<file path="config.mk">
export PLATFORM = sky130hd
export DESIGN_NAME = chirp_phase_generator
export DESIGN_NICKNAME = d
export VERILOG_FILES = /design/src/rtl/chirp_phase_generator.sv
export SDC_FILE = /design/constraint.sdc
export NUM_CORES = 1
export LEC_CHECK = 0
export BUFFER_PORTS_ARGS = -buffer_cell sky130_fd_sc_hd__buf_2
export CORE_MARGIN = 1.5
export CORE_UTILIZATION = 45
export CTS_BUF_LIST = sky130_fd_sc_hd__clkbuf_4
export DETAILED_ROUTE_END_ITERATION = 8
export PLACE_DENSITY = 0.67
export SYNTH_ARGS = -nofsm -noshare
export SYNTH_HDL_FRONTEND = slang
export SYNTH_SLANG_ARGS = --single-unit
export TNS_END_PERCENT = 20
</file>
<file path="constraint.sdc">
create_clock -name aclk -period 2.9 [get_ports aclk]
set_input_delay 0.29 -clock aclk [delete_from_list [all_inputs] [get_ports aclk]]
set_output_delay 0.29 -clock aclk [all_outputs]
set_load 0.05 [all_outputs]
</file>
<file path="src/rtl/chirp_phase_generator.sv">
// Linear-FM chirp phase generator: quadratic phase words streamed over AXI-Stream per chirp request.
// Optional macro CHIRP_ABORT_EN: chirp_enable low during ARM/RUN aborts the chirp into DONE.
module chirp_phase_generator #(
  parameter int ACC_W        = 32,
  parameter int PHASE_OUT_W  = 16,
  parameter int GUARD_CYCLES = 8
) (
  input  logic                   aclk,
  input  logic                   aresetn,
  input  logic                   chirp_init,
  input  logic                   chirp_enable,
  input  logic [31:0]            chirp_len,
  input  logic [ACC_W-1:0]       chirp_freq_offset,
  input  logic [ACC_W-1:0]       chirp_tuning_word,
  output logic                   chirp_ready,
  output logic                   chirp_active,
  output logic                   chirp_done,
  output logic [PHASE_OUT_W-1:0] m_axis_phase_tdata,
  output logic                   m_axis_phase_tvalid,
  input  logic                   m_axis_phase_tready,
  output logic                   m_axis_phase_tlast
);

  localparam int GW = (GUARD_CYCLES > 1) ? $clog2(GUARD_CYCLES) : 1;
  localparam logic [GW-1:0] GUARD_LAST = (GUARD_CYCLES > 0) ? GW'(GUARD_CYCLES - 1) : '0;

  typedef enum logic [2:0] {
    S_IDLE  = 3'd0,
    S_ARM   = 3'd1,
    S_RUN   = 3'd2,
    S_DONE  = 3'd3,
    S_GUARD = 3'd4
  } state_t;

  state_t            state, state_nxt;
  logic [ACC_W-1:0]  phase_acc;
  logic [ACC_W-1:0]  freq_acc;
  logic [ACC_W-1:0]  step_reg;
  logic [31:0]       remaining;
  logic [GW-1:0]     guard_cnt;
  logic              beat;
  logic              last_beat;
  logic              abort;
  logic              unused_phase_bits;

`ifdef CHIRP_ABORT_EN
  assign abort = ~chirp_enable;
`else
  assign abort = 1'b0;
`endif

  assign beat      = (state == S_RUN) && m_axis_phase_tready;
  assign last_beat = (remaining == 32'd1);
  assign unused_phase_bits = ^phase_acc;

  // State register
  always_ff @(posedge aclk or negedge aresetn) begin
    if (!aresetn) begin
      state <= S_IDLE;
    end else begin
      state <= state_nxt;
    end
  end

  // Next-state logic
  always_comb begin
    state_nxt = state;
    case (state)
      S_IDLE:  if (chirp_init && chirp_enable) state_nxt = S_ARM;
      S_ARM:   if (abort || (chirp_len == 32'd0)) state_nxt = S_DONE;
               else state_nxt = S_RUN;
      S_RUN:   if (abort || (beat && last_beat)) state_nxt = S_DONE;
      S_DONE:  state_nxt = (GUARD_CYCLES == 0) ? S_IDLE : S_GUARD;
      S_GUARD: if (guard_cnt == GUARD_LAST) state_nxt = S_IDLE;
      default: state_nxt = S_IDLE;
    endcase
  end

  // Output decode (Moore, straight from the state register)
  always_comb begin
    chirp_ready         = (state == S_IDLE);
    chirp_active        = (state == S_ARM) || (state == S_RUN);
    chirp_done          = (state == S_DONE);
    m_axis_phase_tvalid = (state == S_RUN);
    m_axis_phase_tlast  = (state == S_RUN) && last_beat;
    m_axis_phase_tdata  = phase_acc[ACC_W-1 -: PHASE_OUT_W];
  end

  // Accumulators: phase integrates frequency, frequency integrates the slope step
  always_ff @(posedge aclk or negedge aresetn) begin
    if (!aresetn) begin
      phase_acc <= '0;
      freq_acc  <= '0;
      step_reg  <= '0;
      remaining <= '0;
    end else if (state == S_ARM) begin
      phase_acc <= '0;
      freq_acc  <= chirp_freq_offset;
      step_reg  <= chirp_tuning_word;
      remaining <= chirp_len;
    end else if (beat && !abort) begin
      phase_acc <= phase_acc + freq_acc;
      freq_acc  <= freq_acc + step_reg;
      remaining <= remaining - 32'd1;
    end
  end

  always_ff @(posedge aclk or negedge aresetn) begin
    if (!aresetn) begin
      guard_cnt <= '0;
    end else if (state == S_DONE) begin
      guard_cnt <= '0;
    end else if (state == S_GUARD) begin
      guard_cnt <= guard_cnt + 1'b1;
    end
  end

endmodule
</file>
==> impl_results.html, run 1 <==
<table>
<tr><th>Metric</th><th>Value</th></tr>
<tr><th colspan="2">Finish</th></tr>
<tr><td>Cell Count, Final, Fillers Out</td><td>1576</td></tr>
<tr><td>Number of nets in the layout</td><td>1467</td></tr>
<tr><td>Fillers</td><td>1767</td></tr>
<tr><td>Proportion of layout cells with a drive suffix above 1</td><td>0.205</td></tr>
<tr><td>Utilization of the core after routing</td><td>0.593</td></tr>
<tr><td>Area Growth Syn to Fin</td><td>27.6%</td></tr>
<tr><td>Sequential cell area</td><td>3350 sq um</td></tr>
<tr><td>Total area of multi-input combinational cells</td><td>5550 sq um</td></tr>
<tr><th colspan="2">Route</th></tr>
<tr><td>WL per Instance</td><td>16.5 um</td></tr>
<tr><td>Iteration count of the initial detailed-routing pass</td><td>5</td></tr>
<tr><td>Vias per cell</td><td>5.61</td></tr>
<tr><td>Violation count after the first detailed-routing iteration</td><td>542</td></tr>
<tr><td>Post-detailed-routing wire length</td><td>25.9 mm</td></tr>
<tr><td>DR vias</td><td>8846</td></tr>
<tr><td>Residual DRC count</td><td>0</td></tr>
<tr><td>Post-route ant nets</td><td>0</td></tr>
<tr><th colspan="2">Floorplanning</th></tr>
<tr><td>Overall die area</td><td>21200 sq um</td></tr>
<tr><td>Core region area</td><td>19700 sq um</td></tr>
<tr><td>Top-level port count</td><td>122</td></tr>
<tr><td>Die X-Extent</td><td>145 um</td></tr>
<tr><td>Effective utilization at floorplan</td><td>0.465</td></tr>
<tr><td>Cell Rows</td><td>51</td></tr>
<tr><td>Die Span Y</td><td>145 um</td></tr>
<tr><th colspan="2">Logic synthesis</th></tr>
<tr><td>Share of the synthesized area in the top cell type</td><td>0.367</td></tr>
<tr><td>Distinct cells, synth</td><td>72</td></tr>
<tr><td>Number of storage elements in the synthesis netlist</td><td>134</td></tr>
<tr><td>Share of async-settable or async-resettable flops after synthesis</td><td>1.00</td></tr>
<tr><td>Number of flops mapped to enable cells by yosys</td><td>0</td></tr>
<tr><td>Gate count of the mapped netlist</td><td>1065</td></tr>
<tr><td>Syn Nets</td><td>1234</td></tr>
<tr><td>Most used flip-flop cell after synthesis</td><td>dfrtp_1</td></tr>
<tr><td>Most used standard cells in the synthesized netlist</td><td>nand2_1, dfrtp_1, o21ai_0</td></tr>
<tr><td>Cell types with the largest area share after synthesis</td><td>dfrtp_1, ha_1, nand2_1</td></tr>
<tr><td>Mean cell area of the mapped netlist</td><td>8.58 sq um</td></tr>
<tr><td>Number of warnings printed during yosys synthesis</td><td>0</td></tr>
<tr><td>Dominant cell by count in the synthesized netlist</td><td>nand2_1</td></tr>
<tr><td>Most area-hungry cell type in the Yosys netlist</td><td>dfrtp_1</td></tr>
<tr><td>Netlist Area Pre-Place</td><td>9130 sq um</td></tr>
<tr><td>Sequential element share of the synthesized area</td><td>0.367</td></tr>
<tr><th colspan="2">CTS</th></tr>
<tr><td>TritonCTS Buffers</td><td>17</td></tr>
<tr><td>Clock sinks</td><td>134</td></tr>
<tr><td>Number of buffers on the longest clock path</td><td>2</td></tr>
<tr><td>Clock-pin slew on the worst setup and hold paths</td><td>0.10 ns</td></tr>
<tr><td>Root buf cell</td><td>clkbuf_4</td></tr>
<tr><td>Maximum level of the CTS H-tree</td><td>4</td></tr>
<tr><td>Later-pin clock latency in the skew report</td><td>0.56 ns</td></tr>
<tr><td>TritonCTS clock tree</td><td>built</td></tr>
<tr><th colspan="2">Timing</th></tr>
<tr><td>Number of endpoints with negative hold slack in the final report</td><td>0</td></tr>
<tr><td>Setup repair after global routing missed its margin</td><td>true</td></tr>
<tr><td>Max-Slew Margin vs Limit</td><td>0.575</td></tr>
<tr><td>Crit path time final</td><td>2.86 ns</td></tr>
<tr><td>Final number of max-transition violations</td><td>0</td></tr>
<tr><td>Worst Slack Setup Final</td><td>0.0368 ns</td></tr>
<tr><td>Worst setup skew after layout</td><td>0.0264 ns</td></tr>
<tr><td>Number of setup violations in the final report</td><td>0</td></tr>
<tr><td>Worst slack on hold paths</td><td>0.0331 ns</td></tr>
<tr><td>Part of the cycle the worst path needs</td><td>0.987</td></tr>
<tr><td>Actual slew at the worst max-slew pin</td><td>0.637 ns</td></tr>
<tr><td>Highest clock frequency the design can meet</td><td>349 MHz</td></tr>
<tr><th colspan="2">Global route</th></tr>
<tr><td>Largest net degree at the start of global routing</td><td>68</td></tr>
<tr><td>Antenna violations before repair</td><td>1</td></tr>
<tr><td>Via count of the first global-routing pass</td><td>8601</td></tr>
<tr><td>GRT Resource Usage Total</td><td>0.247</td></tr>
<tr><td>First-pass GRT wire length</td><td>42.8 mm</td></tr>
<tr><td>Aggregate global routing overflow</td><td>0</td></tr>
<tr><th colspan="2">Critical path</th></tr>
<tr><td>Slowest library cell on the worst path</td><td>dfrtp_1</td></tr>
<tr><td>Cell-by-cell listing of the critical path</td><td>nor4_4 &gt; nand2b_1 &gt; nor4_4 &gt; nand2_2 &gt; nor4_4 &gt; and2_4 &gt; buf_8</td></tr>
<tr><td>Crit start category</td><td>flip-flop</td></tr>
<tr><td>FF-to-FF Start</td><td>phase_acc[6]$_DFFE_PN0P_</td></tr>
<tr><td>Arrival time at the worst endpoint</td><td>2.57 ns</td></tr>
<tr><td>Max Fanout on Critical Path</td><td>4</td></tr>
<tr><td>Crit Reg-Reg Endpoint</td><td>phase_acc[27]$_DFFE_PN0P_</td></tr>
<tr><td>Worst setup path class</td><td>flip-flop to output pin</td></tr>
<tr><td>Most repeated library cell on the critical path</td><td>nor4_4</td></tr>
<tr><td>R2R cell count</td><td>11</td></tr>
<tr><td>Type of element capturing the critical path</td><td>output pin</td></tr>
<tr><td>Data required, critical path</td><td>2.61 ns</td></tr>
<tr><td>Largest stage delay, worst path</td><td>0.44 ns</td></tr>
<tr><td>Slack of the worst reg-to-reg path</td><td>0.07 ns</td></tr>
<tr><th colspan="2">Power and ir drop</th></tr>
<tr><td>Power after layout</td><td>0.0139 W</td></tr>
<tr><td>Power density over the cells</td><td>1190 nW/um^2</td></tr>
<tr><td>Static Leakage</td><td>5.67 nW</td></tr>
<tr><td>Peak ir drop on the vdd network</td><td>0.602 mV</td></tr>
<tr><th colspan="2">Hold path</th></tr>
<tr><td>Worst hold path startpoint</td><td>chirp_freq_offset[19]</td></tr>
<tr><td>Hold path depth</td><td>3</td></tr>
<tr><td>Hold Path Sink</td><td>freq_acc[19]$_DFFE_PN0P_</td></tr>
<tr><td>Hold/Removal Path Class</td><td>input pin to flip-flop</td></tr>
<tr><th colspan="2">Placement</th></tr>
<tr><td>Number of placed instances, taps included</td><td>1446</td></tr>
<tr><td>Worst setup timing slack at the placement stage</td><td>-0.0114 ns</td></tr>
<tr><td>HPWL reported at the end of detailed placement</td><td>18.0 mm</td></tr>
<tr><td>Routability-driven placement congestion ratio</td><td>0.893</td></tr>
<tr><td>Total of buffers placed on input and output ports</td><td>121</td></tr>
<tr><th colspan="2">Outcome</th></tr>
<tr><td>Result of the run</td><td>completed</td></tr>
<tr><th colspan="2">Job</th></tr>
<tr><td>Max-cap violations</td><td>0</td></tr>
</table>
-- layer usage --
metal	vias up	track usage	wire length, um
li1	4341	-	-
met1	4179	0.333	11800
met2	275	0.403	12200
met3	51	0.0455	1410
met4	0	0.0770	605
met5	-	0	0
-- timing repair --
item,CTS,global route
cloned,0,0
pin swaps,2,18
gates resized for setup,8,26
hold endpoints to repair,155,0
endpoints found under the setup margin,6,24
hold buffers,90,0
buffers inserted,1,7
-- critical path, delay by kind of cell, from the launching register on --
kind	cells	cell delay (ns)
and+or+nand+nor	6	1.43
buffers and inverters	1	0.14
DFF	1	0.44
-- cell type report --
class / count / share of cell area
Antenna cell: 1 / 0.000215
Clock buffer: 19 / 0.0122
Clock inverter: 12 / 0.0117
Inverter: 20 / 0.00644
Multi-Input combinational cell: 845 / 0.476
Sequential cell: 134 / 0.288
Tap cell: 265 / 0.0284
Timing Repair Buffer: 280 / 0.178
-- cells by family after synthesis --
| family | Yosys count | share of synthesized area |
|---|---|---|
| adder cells (fa/ha/maj) | 68 | 0.0948 |
| AO/OA/AOI/OAI | 329 | 0.239 |
| flip-flops | 134 | 0.367 |
| AND/OR/NAND/NOR | 391 | 0.200 |
| buffers and inverters | 86 | 0.0434 |
| multiplexers | 4 | 0.00520 |
| XOR/XNOR | 53 | 0.0508 |
-- per-stage QoR --
stage / cell area, sq um / TNS (ns)
3_5_place_dp: 10300 / -0.0114
6_report: 11700 / 0
3_3_place_gp: 10300 / 0
2_1_floorplan: 9140 / 0
4_1_cts: 11500 / -0.0320
5_1_grt: 11700 / -0.442
-- worst max-delay path by stage --
stage | start | end | slack, ns | cells past startpoint
detailed placement | freq_acc[0]$_DFFE_PN0P_ | phase_acc[30]$_DFFE_PN0P_ | -0.01 | 12
floorplan | freq_acc[0]$_DFFE_PN0P_ | phase_acc[30]$_DFFE_PN0P_ | 0.18 | 11
global route | remaining[8]$_DFFE_PN0P_ | m_axis_phase_tlast | -0.10 | 7
CTS | remaining[8]$_DFFE_PN0P_ | m_axis_phase_tlast | -0.03 | 7
global placement | freq_acc[0]$_DFFE_PN0P_ | phase_acc[30]$_DFFE_PN0P_ | 0.02 | 12
finish | remaining[8]$_DFFE_PN0P_ | m_axis_phase_tlast | 0.04 | 7
-- power by group --
part           internal [W]  switching, W
clock network      0.000598      0.000698
registers           0.00273      0.000823
logic               0.00386       0.00521
total               0.00719       0.00673
-- cell usage in the layout (no fill, tap or decap), types with 25 or more instances in the layout --
cell type,instances
a21o_1,39
a21oi_1,68
a22oi_1,27
buf_2,119
buf_4,66
dfrtp_1,134
dlygate4sd3_1,90
ha_1,64
nand2_1,191
nand3_1,55
nor2_1,46
o21ai_0,88
xnor2_1,25
xor2_1,28
No activity file was read; power rests on OpenSTA's default activity.
==> run 2, diff against run 1 <==
--- a/config.mk
+++ b/config.mk
@@ -10,7 +10,7 @@
 export CORE_UTILIZATION = 45
 export CTS_BUF_LIST = sky130_fd_sc_hd__clkbuf_4
 export DETAILED_ROUTE_END_ITERATION = 8
-export PLACE_DENSITY = 0.67
+export PLACE_DENSITY = 0.69
 export SYNTH_ARGS = -nofsm -noshare
 export SYNTH_HDL_FRONTEND = slang
 export SYNTH_SLANG_ARGS = --single-unit
==> impl_results.html, run 2 (same netlist as run 1, synthesis figures left out) <==
<table>
<tr><th>Metric</th><th>Value</th></tr>
<tr><th colspan="2">Outcome</th></tr>
<tr><td>Result of the run</td><td>completed</td></tr>
<tr><th colspan="2">Critical path</th></tr>
<tr><td>Data required, critical path</td><td>3.38 ns (+0.77 ns)</td></tr>
<tr><td>Type of element capturing the critical path</td><td>flip-flop</td></tr>
<tr><td>Slack of the worst reg-to-reg path</td><td>0.1 ns (+0.03 ns)</td></tr>
<tr><td>Cell family with most CP delay</td><td>compound AO/OA/AOI/OAI gates</td></tr>
<tr><td>Cell-by-cell listing of the critical path</td><td>ha_4 &gt; fa_2 &gt; a21o_1 &gt; a21o_1 &gt; a21oi_2 &gt; o21a_1 &gt; buf_4 &gt; or4_4 &gt; a21o_1 &gt; a21oi_2 &gt; mux2_4 &gt; o21ai_1</td></tr>
<tr><td>Slowest library cell on the worst path</td><td>or4_4</td></tr>
<tr><td>Max Fanout on Critical Path</td><td>3 (-1)</td></tr>
<tr><td>R2R cell count</td><td>12 (+1)</td></tr>
<tr><td>Crit start category</td><td>flip-flop</td></tr>
<tr><td>Arrival time at the worst endpoint</td><td>3.28 ns (+0.71 ns)</td></tr>
<tr><td>Worst setup path class</td><td>flip-flop to flip-flop</td></tr>
<tr><td>Largest stage delay, worst path</td><td>0.47 ns (+0.03 ns)</td></tr>
<tr><td>FF-to-FF Start</td><td>freq_acc[0]$_DFFE_PN0P_</td></tr>
<tr><td>Buffer and inverter count on the worst path</td><td>1 (unchanged)</td></tr>
<tr><td>Most repeated library cell on the critical path</td><td>a21o_1</td></tr>
<tr><td>Crit Reg-Reg Endpoint</td><td>freq_acc[18]$_DFFE_PN0P_</td></tr>
<tr><th colspan="2">Timing</th></tr>
<tr><td>Crit path time final</td><td>2.80 ns (-0.0610 ns)</td></tr>
<tr><td>Worst setup skew after layout</td><td>0.0255 ns (-0.000928 ns)</td></tr>
<tr><td>Final number of max-transition violations</td><td>0 (unchanged)</td></tr>
<tr><td>Worst slack on hold paths</td><td>0.0696 ns (+0.0365 ns)</td></tr>
<tr><td>Max-Slew Margin vs Limit</td><td>0.221 (-0.354)</td></tr>
<tr><td>Setup repair after global routing missed its margin</td><td>true</td></tr>
<tr><td>Highest clock frequency the design can meet</td><td>357 MHz (+2.2%)</td></tr>
<tr><td>Number of endpoints with negative hold slack in the final report</td><td>0 (unchanged)</td></tr>
<tr><td>Number of setup violations in the final report</td><td>0 (unchanged)</td></tr>
<tr><td>Actual slew at the worst max-slew pin</td><td>1.17 ns (+0.530 ns)</td></tr>
<tr><td>Part of the cycle the worst path needs</td><td>0.966 (-0.0210)</td></tr>
<tr><th colspan="2">Finish</th></tr>
<tr><td>Cell Count, Final, Fillers Out</td><td>1564 (-0.76%)</td></tr>
<tr><td>Fillers</td><td>1790 (+1.3%)</td></tr>
<tr><td>Proportion of layout cells with a drive suffix above 1</td><td>0.197 (-0.00797)</td></tr>
<tr><td>Number of nets in the layout</td><td>1454 (-0.89%)</td></tr>
<tr><td>Commonest non-fill, non-tap cell in the layout</td><td>nand2_1</td></tr>
<tr><td>Leading cell types in the layout, fill and taps excluded</td><td>nand2_1, dfrtp_1, buf_2</td></tr>
<tr><td>Area Growth Syn to Fin</td><td>27.1%</td></tr>
<tr><td>Utilization of the core after routing</td><td>0.591 (-0.00255)</td></tr>
<tr><th colspan="2">Power and ir drop</th></tr>
<tr><td>Static Leakage</td><td>5.58 nW (-1.7%)</td></tr>
<tr><td>Peak ir drop on the vdd network</td><td>0.520 mV (-14%)</td></tr>
<tr><td>Power density over the cells</td><td>1190 nW/um^2 (-0.67%)</td></tr>
<tr><th colspan="2">Global route</th></tr>
<tr><td>Aggregate global routing overflow</td><td>0 (unchanged)</td></tr>
<tr><td>Via count of the first global-routing pass</td><td>8421 (-2.1%)</td></tr>
<tr><td>Largest net degree at the start of global routing</td><td>96 (+41%)</td></tr>
<tr><td>Antenna violations before repair</td><td>2 (+1)</td></tr>
<tr><td>GRT Resource Usage Total</td><td>0.240 (-0.00731)</td></tr>
<tr><td>First-pass GRT wire length</td><td>41.4 mm (-3.2%)</td></tr>
<tr><th colspan="2">Job</th></tr>
<tr><td>Max-cap violations</td><td>0 (unchanged)</td></tr>
<tr><th colspan="2">Floorplanning</th></tr>
<tr><td>Overall die area</td><td>21200 sq um (unchanged)</td></tr>
<tr><td>Effective utilization at floorplan</td><td>0.465 (unchanged)</td></tr>
<tr><td>Die Span Y</td><td>145 um (unchanged)</td></tr>
<tr><td>Die X-Extent</td><td>145 um (unchanged)</td></tr>
<tr><td>Core region area</td><td>19700 sq um (unchanged)</td></tr>
<tr><td>Cell Rows</td><td>51 (unchanged)</td></tr>
<tr><td>Top-level port count</td><td>122 (unchanged)</td></tr>
<tr><th colspan="2">CTS</th></tr>
<tr><td>Number of buffers on the longest clock path</td><td>2 (unchanged)</td></tr>
<tr><td>TritonCTS clock tree</td><td>built</td></tr>
<tr><td>Maximum level of the CTS H-tree</td><td>4 (unchanged)</td></tr>
<tr><td>Root buf cell</td><td>clkbuf_4</td></tr>
<tr><td>Clock sinks</td><td>134 (unchanged)</td></tr>
<tr><td>TritonCTS Buffers</td><td>17 (unchanged)</td></tr>
<tr><td>Clock-pin slew on the worst setup and hold paths</td><td>0.10 ns (about the same)</td></tr>
<tr><td>Later-pin clock latency in the skew report</td><td>0.57 ns (about the same)</td></tr>
<tr><th colspan="2">Hold path</th></tr>
<tr><td>Hold Path Sink</td><td>freq_acc[18]$_DFFE_PN0P_</td></tr>
<tr><td>Worst hold path startpoint</td><td>chirp_freq_offset[18]</td></tr>
<tr><td>Hold/Removal Path Class</td><td>input pin to flip-flop</td></tr>
<tr><td>Hold path depth</td><td>3 (unchanged)</td></tr>
<tr><th colspan="2">Route</th></tr>
<tr><td>Violation count after the first detailed-routing iteration</td><td>559 (+3.1%)</td></tr>
<tr><td>Iteration count of the initial detailed-routing pass</td><td>7 (+2)</td></tr>
<tr><td>Post-route ant nets</td><td>0 (unchanged)</td></tr>
<tr><td>DR vias</td><td>8851 (+0.057%)</td></tr>
<tr><td>WL per Instance</td><td>16.5 um (about the same)</td></tr>
<tr><td>Post-detailed-routing wire length</td><td>25.7 mm (-0.72%)</td></tr>
<tr><td>Vias per cell</td><td>5.66 (+0.82%)</td></tr>
<tr><td>Residual DRC count</td><td>0 (unchanged)</td></tr>
<tr><th colspan="2">Placement</th></tr>
<tr><td>Total of buffers placed on input and output ports</td><td>121 (unchanged)</td></tr>
<tr><td>Routability-driven placement congestion ratio</td><td>0.948 (+6.1%)</td></tr>
<tr><td>HPWL reported at the end of detailed placement</td><td>17.6 mm (-2.4%)</td></tr>
<tr><td>Number of placed instances, taps included</td><td>1430 (-1.1%)</td></tr>
</table>
## run 2: cell count changes in the layout (fill, tap and decap cells not counted), sizes merged
cell / previous run / this run
buf: 190 / 171
dlygate4sd3: 90 / 96
bufinv: 3 / 2
clkinvlp: 0 / 1
diode: 1 / 2
## run 2: metrics by stage
| step | worst slack (ns) | area, sq um | TNS [ns] | total power (W) |
|---|---|---|---|---|
| 6_report | 0.0979 | 11600 | 0 | 0.0138 |
| 5_1_grt | -0.0828 | 11600 | -0.239 | 0.0150 |
| 4_1_cts | 0.00715 | 11400 | 0 | 0.0133 |
| 3_5_place_dp | 0.0263 | 10100 | 0 | 0.0120 |
| 3_3_place_gp | 0.0668 | 10100 | 0 | 0.0118 |
| 2_1_floorplan | 0.177 | 9140 | 0 | 0.00987 |
## run 2: repair_timing
item                                   CTS  global route
gates resized for setup                  8            37
endpoints found under the hold margin  161             0
setup endpoints to repair                1            23
pin swaps                                4            19
hold buffers                            96             0
gates cloned                             0             0
buffers inserted                         2             3
## run 2: area by class of cell
cell class | instances | area [sq um] | share of cell area
Tap cell | 265 | 332 | 0.0286
Antenna cell | 2 | 5.00 | 0.000431
Clock inverter | 12 | 113 | 0.00970
Timing Repair Buffer | 267 | 1970 | 0.169
Inverter | 20 | 75.1 | 0.00647
Clock buffer | 19 | 143 | 0.0123
Sequential cell | 134 | 3360 | 0.289
Multi-Input combinational cell | 845 | 5620 | 0.484
## run 2: worst max-delay path by stage
stage	from	to	slack (ns)	cells past startpoint
6_report	freq_acc[0]$_DFFE_PN0P_	freq_acc[18]$_DFFE_PN0P_	0.1	12
2_1_floorplan	freq_acc[0]$_DFFE_PN0P_	phase_acc[30]$_DFFE_PN0P_	0.18	11
3_5_place_dp	freq_acc[0]$_DFFE_PN0P_	phase_acc[30]$_DFFE_PN0P_	0.03	13
4_1_cts	freq_acc[0]$_DFFE_PN0P_	freq_acc[20]$_DFFE_PN0P_	0.007	11
5_1_grt	freq_acc[0]$_DFFE_PN0P_	phase_acc[30]$_DFFE_PN0P_	-0.08	13
3_3_place_gp	freq_acc[0]$_DFFE_PN0P_	phase_acc[30]$_DFFE_PN0P_	0.07	13
## run 2: worst reg2reg max path, stage by stage, from the launching register on
cell and delay (ns):
dfrtp_1 0.43, ha_4 0.17, fa_2 0.20, a21o_1 0.12
a21o_1 0.14, a21oi_2 0.07, o21a_1 0.20, buf_4 0.16
or4_4 0.47, a21o_1 0.21, a21oi_2 0.14, mux2_4 0.31
o21ai_1 0.12
## run 2: routing by layer
metal	GRT usage	vias to the layer above	share of wire
met2	0.393	270	0.47
met1	0.322	4215	0.45
met3	0.0417	38	0.052
li1	-	4328	-
met5	0	-	0
met4	0.0796	0	0.020
## run 2: power by group
part	internal, W	switching [W]	total (W)	leakage (nW)
Combinational	0.00377	0.00517	0.00894	3.74
Sequential	0.00274	0.000885	0.00362	1.69
Clock	0.000509	0.000696	0.00121	0.144
Total	0.00701	0.00675	0.0138	5.58
==> run 3, diff against run 2 <==
--- a/config.mk
+++ b/config.mk
@@ -6,6 +6,7 @@
 export NUM_CORES = 1
 export LEC_CHECK = 0
 export BUFFER_PORTS_ARGS = -buffer_cell sky130_fd_sc_hd__buf_2
+export CORE_ASPECT_RATIO = 0.9
 export CORE_MARGIN = 1.5
 export CORE_UTILIZATION = 45
 export CTS_BUF_LIST = sky130_fd_sc_hd__clkbuf_4
==> impl_results.html, run 3 (same netlist as run 1, synthesis figures left out) <==
<table>
<tr><th>Metric</th><th>Value</th></tr>
<tr><th colspan="2">Power and ir drop</th></tr>
<tr><td>Static Leakage</td><td>5.66 nW (+1.5%)</td></tr>
<tr><td>Clock power frac</td><td>0.088 (about the same)</td></tr>
<tr><td>Switching fraction of total power</td><td>0.490 (-0.000897)</td></tr>
<tr><td>Combinational share of power</td><td>0.653 (+0.004)</td></tr>
<tr><td>Internal cell power</td><td>0.00707 W (+0.75%)</td></tr>
<tr><td>Net switching power of the design</td><td>0.00678 W (+0.39%)</td></tr>
<tr><td>Peak ir drop on the vdd network</td><td>0.567 mV (+9.2%)</td></tr>
<tr><td>Power density over the cells</td><td>1190 nW/um^2 (about the same)</td></tr>
<tr><td>Fraction of power consumed by sequential logic</td><td>0.259 (-0.004)</td></tr>
<tr><td>Power after layout</td><td>0.0138 W (+0.58%)</td></tr>
<tr><th colspan="2">Route</th></tr>
<tr><td>DR vias</td><td>8985 (+1.5%)</td></tr>
<tr><td>WL per Instance</td><td>16.9 um (+2.8%)</td></tr>
<tr><td>Iteration count of the initial detailed-routing pass</td><td>9 (+2)</td></tr>
<tr><td>Vias per cell</td><td>5.73 (+1.3%)</td></tr>
<tr><td>Post-detailed-routing wire length</td><td>26.5 mm (+3.1%)</td></tr>
<tr><td>Residual DRC count</td><td>11 (+11)</td></tr>
<tr><td>Post-route ant nets</td><td>0 (unchanged)</td></tr>
<tr><td>Violation count after the first detailed-routing iteration</td><td>740 (+32%)</td></tr>
<tr><th colspan="2">CTS</th></tr>
<tr><td>Root buf cell</td><td>clkbuf_4</td></tr>
<tr><td>Clock-pin slew on the worst setup and hold paths</td><td>0.13 ns (+0.03 ns)</td></tr>
<tr><td>TritonCTS clock tree</td><td>built</td></tr>
<tr><td>TritonCTS Buffers</td><td>17 (unchanged)</td></tr>
<tr><td>Clock sinks</td><td>134 (unchanged)</td></tr>
<tr><td>Maximum level of the CTS H-tree</td><td>4 (unchanged)</td></tr>
<tr><td>Number of buffers on the longest clock path</td><td>2 (unchanged)</td></tr>
<tr><td>Later-pin clock latency in the skew report</td><td>0.56 ns (about the same)</td></tr>
<tr><th colspan="2">Critical path</th></tr>
<tr><td>Slowest library cell on the worst path</td><td>dfrtp_2</td></tr>
<tr><td>Worst setup path class</td><td>flip-flop to output pin</td></tr>
<tr><td>Buffer and inverter count on the worst path</td><td>2 (+1)</td></tr>
<tr><td>Largest stage delay, worst path</td><td>0.45 ns (-0.02 ns)</td></tr>
<tr><td>Crit start category</td><td>flip-flop</td></tr>
<tr><td>Cell family with most CP delay</td><td>simple AND/OR/NAND/NOR gates</td></tr>
<tr><td>Cell-by-cell listing of the critical path</td><td>nor4_4 &gt; nand2b_1 &gt; nor4_4 &gt; nand2_2 &gt; nor4_4 &gt; buf_4 &gt; and2_4 &gt; buf_8</td></tr>
<tr><td>Type of element capturing the critical path</td><td>output pin</td></tr>
<tr><td>Most repeated library cell on the critical path</td><td>nor4_4</td></tr>
<tr><td>Data required, critical path</td><td>2.61 ns (-0.77 ns)</td></tr>
<tr><td>Arrival time at the worst endpoint</td><td>2.60 ns (-0.68 ns)</td></tr>
<tr><td>Max Fanout on Critical Path</td><td>2 (-1)</td></tr>
<tr><th colspan="2">Finish</th></tr>
<tr><td>Total area of multi-input combinational cells</td><td>5560 sq um (-0.98%)</td></tr>
<tr><td>Sequential cell area</td><td>3360 sq um (about the same)</td></tr>
<tr><td>Leading cell types in the layout, fill and taps excluded</td><td>nand2_1, dfrtp_1, buf_2</td></tr>
<tr><td>Fillers</td><td>1715 (-4.2%)</td></tr>
<tr><td>Number of nets in the layout</td><td>1469 (+1.0%)</td></tr>
<tr><td>Area Growth Syn to Fin</td><td>27.8%</td></tr>
<tr><td>Utilization of the core after routing</td><td>0.586 (-0.00478)</td></tr>
<tr><td>Commonest non-fill, non-tap cell in the layout</td><td>nand2_1</td></tr>
<tr><td>Proportion of layout cells with a drive suffix above 1</td><td>0.200 (+0.00385)</td></tr>
<tr><th colspan="2">Timing</th></tr>
<tr><td>Actual slew at the worst max-slew pin</td><td>1.05 ns (-0.117 ns)</td></tr>
<tr><td>Number of setup violations in the final report</td><td>0 (unchanged)</td></tr>
<tr><td>Setup repair after global routing missed its margin</td><td>true</td></tr>
<tr><td>Highest clock frequency the design can meet</td><td>345 MHz (-3.2%)</td></tr>
<tr><td>Crit path time final</td><td>2.89 ns (+0.0926 ns)</td></tr>
<tr><td>Worst setup skew after layout</td><td>0.0241 ns (-0.00136 ns)</td></tr>
<tr><td>Number of endpoints with negative hold slack in the final report</td><td>0 (unchanged)</td></tr>
<tr><td>Part of the cycle the worst path needs</td><td>0.998 (+0.0319)</td></tr>
<tr><td>Final number of max-transition violations</td><td>0 (unchanged)</td></tr>
<tr><td>Max-Slew Margin vs Limit</td><td>0.299 (+0.0788)</td></tr>
<tr><td>Worst slack on hold paths</td><td>0.0671 ns (-0.00247 ns)</td></tr>
<tr><th colspan="2">Floorplanning</th></tr>
<tr><td>Overall die area</td><td>21200 sq um (about the same)</td></tr>
<tr><td>Core region area</td><td>19900 sq um (+1.4%)</td></tr>
<tr><td>Top-level port count</td><td>122 (unchanged)</td></tr>
<tr><td>Die X-Extent</td><td>153 um (+5.3%)</td></tr>
<tr><td>Cell Rows</td><td>49 (-3.9%)</td></tr>
<tr><td>Die Span Y</td><td>138 um (-5.0%)</td></tr>
<tr><td>Effective utilization at floorplan</td><td>0.458 (-0.00633)</td></tr>
<tr><th colspan="2">Outcome</th></tr>
<tr><td>Violated checks</td><td>DRC</td></tr>
<tr><td>Result of the run</td><td>complete, but fails checks</td></tr>
<tr><th colspan="2">Global route</th></tr>
<tr><td>First-pass GRT wire length</td><td>42.7 mm (+3.1%)</td></tr>
<tr><td>Antenna violations before repair</td><td>1 (-1)</td></tr>
<tr><td>GRT Resource Usage Total</td><td>0.249 (+0.00878)</td></tr>
<tr><td>Aggregate global routing overflow</td><td>0 (unchanged)</td></tr>
<tr><td>Largest net degree at the start of global routing</td><td>96 (unchanged)</td></tr>
<tr><td>Via count of the first global-routing pass</td><td>8673 (+3.0%)</td></tr>
<tr><th colspan="2">Placement</th></tr>
<tr><td>Routability-driven placement congestion ratio</td><td>0.900 (-5.1%)</td></tr>
<tr><td>Total of buffers placed on input and output ports</td><td>121 (unchanged)</td></tr>
<tr><td>HPWL reported at the end of detailed placement</td><td>17.5 mm (-0.52%)</td></tr>
<tr><th colspan="2">Job</th></tr>
<tr><td>Max-cap violations</td><td>0 (unchanged)</td></tr>
<tr><th colspan="2">Hold path</th></tr>
<tr><td>Hold/Removal Path Class</td><td>input pin to flip-flop</td></tr>
</table>
## run 3: cell count changes in the layout (fill, tap and decap cells not counted), moves of 2 or more
| cell | before | now |
|---|---|---|
| buf_4 | 49 | 63 |
| clkinv_1 | 3 | 5 |
| a31oi_2 | 0 | 2 |
| ha_4 | 3 | 1 |
| ha_2 | 3 | 0 |
| ha_1 | 60 | 65 |
| buf_12 | 1 | 3 |
## run 3: per-stage QoR
| stage | area, sq um | TNS, ns | cells | setup WS, ns |
|---|---|---|---|---|
| after floorplan | 9140 | 0 | 1065 | 0.177 |
| after global placement | 10200 | -0.0155 | 1431 | -0.0155 |
| after detailed placement | 10200 | -0.142 | 1431 | -0.0643 |
| after CTS | 11500 | -0.0148 | 1559 | -0.0148 |
| after global routing | 11700 | -0.789 | 1568 | -0.122 |
| final | 11700 | 0 | 1568 | 0.00526 |
## run 3: cell type report
class / count / share of cell area
Antenna cell: 1 / 0.000214
Clock buffer: 18 / 0.0116
Clock inverter: 13 / 0.00986
Sequential cell: 134 / 0.288
Tap cell: 255 / 0.0273
Timing Repair Buffer: 282 / 0.180
Multi-Input combinational cell: 845 / 0.477
Inverter: 20 / 0.00643
## run 3: repair_timing
item / 4_1_cts / 5_1_grt
resized for setup: 10 / 28
buffers inserted: 2 / 8
hold buffers: 95 / 0
setup endpoints to repair: 8 / 25
hold endpoints to repair: 153 / 0
pin swaps: 5 / 21
## run 3: power groups by stage
stage          logic, W  registers, W  clock network [W]
6_report        0.00905       0.00358            0.00122
5_1_grt          0.0100       0.00369            0.00132
4_1_cts         0.00870       0.00355            0.00124
3_5_place_dp    0.00851       0.00356                  0
3_3_place_gp    0.00836       0.00354                  0
2_1_floorplan   0.00660       0.00327                  0
## run 3: worst paths after layout
kind / start / depth (start not counted) / to / slack (ns)
worst max-delay path: remaining[8]$_DFFE_PN0P_ / 8 / m_axis_phase_tlast / 0.005
worst min-delay path: chirp_len[16] / 3 / remaining[16]$_DFFE_PN0P_ / 0.07
worst max register to register: freq_acc[0]$_DFFE_PN0P_ / 11 / freq_acc[30]$_DFFE_PN0P_ / 0.05
worst min register to register: step_reg[20]$_DFFE_PN0P_ / 2 / step_reg[20]$_DFFE_PN0P_ / 0.50
max in group asynchronous: aresetn / 3 / freq_acc[11]$_DFFE_PN0P_ / 1.83
min in group asynchronous: aresetn / 2 / phase_acc[27]$_DFFE_PN0P_ / 0.28
## run 3: layer usage
layer | global-route usage | part of all wire
met5 | 0 | 0
met3 | 0.0502 | 0.059
met4 | 0.0702 | 0.014
met2 | 0.399 | 0.46
met1 | 0.341 | 0.46
## run 3: worst min-delay path, cell delays in order
cell      delay [ns]
buf_2           0.10
nand2_1         0.05
o311ai_0        0.12
